`config.mk`:
```
export PLATFORM = sky130hd
export DESIGN_NAME = pin_entry
export DESIGN_NICKNAME = d
export VERILOG_FILES = /design/src/rtl/pin_entry_pkg.sv /design/src/rtl/pin_entry_key_edge.sv /design/src/rtl/pin_entry.sv
export SDC_FILE = /design/constraint.sdc
export NUM_CORES = 1
export LEC_CHECK = 0
export ABC_AREA = 1
export BUFFER_PORTS_ARGS = -buffer_cell sky130_fd_sc_hd__buf_4
export CELL_PAD_IN_SITES_DETAIL_PLACEMENT = 1
export CELL_PAD_IN_SITES_GLOBAL_PLACEMENT = 1
export CORE_UTILIZATION = 39
export DETAILED_ROUTE_END_ITERATION = 10
export GPL_TIMING_DRIVEN = 0
export PLACE_DENSITY = 0.78
export SLEW_MARGIN = 20
export SYNTH_ARGS = -nofsm -noshare
export SYNTH_HDL_FRONTEND = slang
export SYNTH_SLANG_ARGS = --single-unit
```
`constraint.sdc`:
```
create_clock -name clk -period 2.3 [get_ports clk]
set_input_delay 0.115 -clock clk [delete_from_list [all_inputs] [get_ports clk]]
set_output_delay 0.115 -clock clk [all_outputs]
set_load 0.02 [all_outputs]
```
`src/rtl/pin_entry_pkg.sv`:
```
// Shared types and constants for the PIN entry block.
package pin_entry_pkg;

    localparam int PIN_DIGITS = 4;
    localparam int DIGIT_W    = 4;
    localparam int COUNT_W    = 3;
    localparam int CODE_W     = PIN_DIGITS * DIGIT_W;

    localparam logic [DIGIT_W-1:0] MAX_DIGIT = 4'd9;

    typedef enum logic [1:0] {
        IDLE,
        ENTRY,
        FULL
    } state_e;

endpackage

```
`src/rtl/pin_entry_key_edge.sv`:
```
// Key conditioner: 2-flop synchronizer plus falling-edge detector, one press pulse per press.
module key_edge (
    input  logic clk,
    input  logic resetn,
    input  logic key_n_i,
    output logic press_o
);

    logic sync1_q;
    logic sync2_q;
    logic prev_q;
    logic warm_q;
    logic armed_q;

    // The chain resets to "released"; armed_q only rises once the real key has been
    // seen high, so a key already held at reset release cannot fake a falling edge.
    always_ff @(posedge clk) begin
        if (!resetn) begin
            sync1_q <= 1'b1;
            sync2_q <= 1'b1;
            prev_q  <= 1'b1;
            warm_q  <= 1'b0;
            armed_q <= 1'b0;
        end else begin
            sync1_q <= key_n_i;
            sync2_q <= sync1_q;
            prev_q  <= sync2_q;
            warm_q  <= 1'b1;
            armed_q <= armed_q | (warm_q & sync1_q);
        end
    end

    assign press_o = armed_q & prev_q & ~sync2_q;

endmodule

```
`src/rtl/pin_entry.sv`:
```
// Four-digit PIN entry controller with debounced-free synchronized keys.
// Optional idle auto-clear enabled by defining PIN_ENTRY_TIMEOUT_EN.
module pin_entry
    import pin_entry_pkg::*;
#(
    parameter int TIMEOUT_CYCLES = 50000000
) (
    input  logic               clk,
    input  logic               resetn,
    input  logic [DIGIT_W-1:0] sw,
    input  logic               key_enter,
    input  logic               key_submit,
    input  logic               key_clear,
    output logic [DIGIT_W-1:0] cin1,
    output logic [DIGIT_W-1:0] cin2,
    output logic [DIGIT_W-1:0] cin3,
    output logic [DIGIT_W-1:0] cin4,
    output logic [COUNT_W-1:0] count,
    output logic [CODE_W-1:0]  code,
    output logic               code_valid,
    output logic               err
);

    if (TIMEOUT_CYCLES < 2) begin : g_bad_timeout
        $error("TIMEOUT_CYCLES must be at least 2");
    end

    logic enter_p, submit_p, clear_p;

    key_edge u_enter  (.clk(clk), .resetn(resetn), .key_n_i(key_enter),  .press_o(enter_p));
    key_edge u_submit (.clk(clk), .resetn(resetn), .key_n_i(key_submit), .press_o(submit_p));
    key_edge u_clear  (.clk(clk), .resetn(resetn), .key_n_i(key_clear),  .press_o(clear_p));

    state_e                               state_q, state_d;
    logic [PIN_DIGITS-1:0][DIGIT_W-1:0]   digits_q, digits_d;
    logic [COUNT_W-1:0]                   count_q, count_d;
    logic [CODE_W-1:0]                    code_q, code_d;
    logic                                 code_valid_q, code_valid_d;
    logic                                 err_q, err_d;
    logic                                 do_clear;

`ifdef PIN_ENTRY_TIMEOUT_EN
    localparam int TW = $clog2(TIMEOUT_CYCLES);
    logic [TW-1:0] timer_q, timer_d;
    logic          timeout;
    assign timeout = (timer_q == TW'(TIMEOUT_CYCLES - 1));
`endif

    always_ff @(posedge clk) begin
        if (!resetn) begin
            state_q      <= IDLE;
            digits_q     <= '0;
            count_q      <= '0;
            code_q       <= '0;
            code_valid_q <= 1'b0;
            err_q        <= 1'b0;
`ifdef PIN_ENTRY_TIMEOUT_EN
            timer_q      <= '0;
`endif
        end else begin
            state_q      <= state_d;
            digits_q     <= digits_d;
            count_q      <= count_d;
            code_q       <= code_d;
            code_valid_q <= code_valid_d;
            err_q        <= err_d;
`ifdef PIN_ENTRY_TIMEOUT_EN
            timer_q      <= timer_d;
`endif
        end
    end

    // Clear outranks submit, which outranks enter; losers are dropped silently.
    always_comb begin
        state_d      = state_q;
        digits_d     = digits_q;
        count_d      = count_q;
        code_d       = '0;
        code_valid_d = 1'b0;
        err_d        = 1'b0;
        do_clear     = 1'b0;

        if (clear_p) begin
            do_clear = 1'b1;
        end else if (submit_p) begin
            if (state_q == FULL) begin
                code_d       = digits_q;
                code_valid_d = 1'b1;
                do_clear     = 1'b1;
            end else begin
                err_d = 1'b1;
            end
        end else if (enter_p) begin
            if (state_q == FULL || sw > MAX_DIGIT) begin
                err_d = 1'b1;
            end else begin
                digits_d = {digits_q[PIN_DIGITS-2:0], sw};
                count_d  = count_q + 3'd1;
                state_d  = (count_q == COUNT_W'(PIN_DIGITS - 1)) ? FULL : ENTRY;
            end
        end
`ifdef PIN_ENTRY_TIMEOUT_EN
        else if (timeout) begin
            do_clear = 1'b1;
            err_d    = 1'b1;
        end
`endif

        if (do_clear) begin
            state_d  = IDLE;
            digits_d = '0;
            count_d  = '0;
        end
    end

`ifdef PIN_ENTRY_TIMEOUT_EN
    always_comb begin
        timer_d = '0;
        if (!(enter_p | submit_p | clear_p) && state_q != IDLE && !timeout)
            timer_d = timer_q + 1'b1;
    end
`endif

    assign cin1       = digits_q[0];
    assign cin2       = digits_q[1];
    assign cin3       = digits_q[2];
    assign cin4       = digits_q[3];
    assign count      = count_q;
    assign code       = code_q;
    assign code_valid = code_valid_q;
    assign err        = err_q;

endmodule

```
==> key figures <==
Route
  – Routed wire per std cell: 12.0 um
  – Number of DRC markers in iteration 0: 60
  – Routed vias: 1491
  – Met2 wire length: 2.00 mm
  – Max Used Layer: met4
  – Final ANT Viol Nets: 0
  – Residual DRC: 0
  – Routed wire length: 4.00 mm
  – Met3 wire length: 167 um
  – Met1 wire length: 1.74 mm
  – Drt pass-1 iters: 4
  – Vias per cell: 4.48

STA
  – Final setup fails: 0
  – Worst Clk Skew: 10.5 ps
  – Pins Over Slew Limit: 0
  – Period utilisation layout: 58.3%
  – Worst Max-Slew Pin Slew: 283 ps
  – Worst hold slack: 108 ps
  – Max Clock Freq: 0.746 GHz
  – Setup TNS: 0 ps
  – Fin. Hold Viols: 0
  – Minimum clock period after layout: 1340 ps
  – RSZ-0062 raised after global routing: false
  – Slew margin rel.: 81.1%

Worst hold path
  – Hold Crit Class: primary input to flip-flop
  – Hold Path Origin: sw[0]

Clock network
  – H-Tree Level Count: 2
  – PostCTS Resize Cnt: 0
  – Setup bufs post-CTS: 0
  – TritonCTS clock tree: built
  – Hold Buf Count CTS: 4
  – Largest buffer count on any clock path: 2
  – Clk Latency, worst-skew pair: 310 ps
  – CTS Sinks: 52
  – CTS Buf Count: 5
  – Root Driver: clkbuf_8
  – Clk pin slew, worst setup/hold paths: 90 ps

Cells and area
  – Final nets: 291
  – Share of cells above drive strength 1: 24.9%
  – N_diodes: 0
  – Area delta synth->final: 31.1%
  – Final Cell Area: 2320 um^2

Global route
  – First-pass GRT wire length: 6.68 mm
  – Largest net degree at the start of global routing: 16
  – Gr usage total: 18.0%
  – Initial antenna violation count: 0
  – GRT overflow: 0
  – Number of global-route vias before repair: 1428

Placed design
  – PortBufs: 45
  – Final Wtd Congestion: 0.747
  – DP Area: 2180 um^2
  – Post-detail-place hpwl: 2.84 mm

Yosys
  – Avg Inst Size Synth: 7.91 um^2
  – Synthesized area: 1770 um^2
  – Yosys warnings: 0
  – Cell variety after synth: 15
  – Syn_nets: 235
  – Gate Count Post-Synth: 224
  – Cell taking the most area after synthesis: dfxtp_1
  – Yosys top cell area share: 58.7%
  – Seq/Total Area, Yosys: 58.7%
  – Flops & latches, synth: 52
  – Area contributors post-synth: dfxtp_1, nor2_1, nand2_1, inv_1, or2_2

Floorplanning
  – FP Rows: 24
  – Die height: 69.4 um
  – Core Footprint: 4350 um^2
  – I/O pins: 46
  – Die Area: 4820 um^2
  – Die X: 69.4 um
  – Initial core utilization: 40.7%

Critical path
  – Slowest cell on the critical path: dfxtp_1
  – Kind of critical path: flip-flop to flip-flop
  – Largest stage delay, worst path: 340 ps
  – Cell family with most CP delay: simple AND/OR/NAND/NOR gates
  – CP most frequent cell: nand2_1
  – Worst EP arrival: 1550 ps
  – CP Cell Sequence: nand2_1, nor2_4, nand3_2, nor2_2, buf_2, nand2_1, nand2_1, nor2_1
  – Worst EP required: 2510 ps
  – CP startpoint kind: flip-flop
  – CP bufs+invs: 1
  – Worst r2r src: u_enter.armed_q
  – Crit path launch: u_enter.armed_q
  – Worst Setup End Kind: flip-flop
  – Peak fanout along the critical path: 10

Power
  – Peak VDD IR: 0.000238 V
  – Leakage: 1.06 nW
  – Pwr/cell area: 705 nW/um^2

Run
  – Max-cap check violation count: 0

Outcome
  – Status: complete, no violations
==> cells in the mapped netlist <==
cell,number
inv_2,1
nand3_1,3
inv_1,31
ha_1,2
buf_6,2
nor2_2,1
o21bai_1,1
nor2_1,63
dfxtp_1,52
buf_2,5
nand2_1,49
or2_2,7
nor2_4,1
nand3_2,1
a21oi_1,5
==> where the power goes <==
| part | total [mW] | internal (mW) | switching [mW] |
|---|---|---|---|
| registers | 0.928 | 0.917 | 0.0109 |
| logic | 0.0955 | 0.0425 | 0.0530 |
| clock network | 0.614 | 0.323 | 0.291 |
| total | 1.64 | 1.28 | 0.355 |
==> path summary, 6_finish.rpt <==
path | end | depth (start not counted) | slack (ps)
worst max-delay path | cin4[3] | 8 | 960
worst min register to register | u_clear.prev_q | 2 | 440
worst min-delay path | cin1[0] | 5 | 110
worst max register to register | cin4[3] | 8 | 960
==> layout make-up <==
class	instances	area [um^2]
Fill cell	545	2030
Sequential cell	52	1040
Multi-Input combinational cell	133	564
Timing Repair Buffer	49	378
Inverter	32	120
Clock buffer	6	72.6
Tap cell	52	65.1
Buffer	7	47.5
Clock inverter	2	35.0
==> worst register-to-register path: stages, from the launching register on <==
cell and delay, ps:
dfxtp_1 340, nand2_1 90, nor2_4 130, nand3_2 100, nor2_2 140, buf_2 250
nand2_1 100, nand2_1 70, nor2_1 40
==> cells in the final DEF, fill, tap and decap left out, types with 2 or more instances in the layout <==
cell type / count
a21oi_1: 5
buf_4: 45
dlygate4sd3_1: 4
buf_6: 2
clkbuf_8: 5
nor2_1: 63
or2_2: 7
ha_1: 2
inv_1: 31
nand2_1: 49
dfxtp_1: 52
nand3_1: 3
buf_2: 5
==> through the flow <==
step / util [%] / setup slack (ps) / power (mW) / cells
floorplan: - / 1180 / 1.00 / 224
global placement: 50.0 / 980 / 1.04 / 321
detailed placement: 50.0 / 941 / 1.04 / 321
CTS: 53.4 / 917 / 1.66 / 333
global route: 53.4 / 799 / 1.71 / 333
finish: 53.4 / 960 / 1.64 / 333
==> state kept, by name, indices dropped and copies added (netlist names), 2 cells and up <==
name and cells:
state_q 2, code 16, cin2 4, cin1 4, count 3, cin3 4
cin4 4
==> per-layer routing <==
layer	up-vias	global-route usage (%)
met4	0	8.84
met2	33	30.1
met3	9	4.51
li1	760	-
met1	689	21.3
met5	-	0
==> cell families after synthesis <==
group / Yosys count / synth area share [%]
and+or+nand+nor: 125 / 28.6
DFF: 52 / 58.7
buffers and inverters: 39 / 9.46
AOI/OAI and AO/OA: 6 / 1.83
adders and majority gates: 2 / 1.41
(Power assumes the default switching activity.)
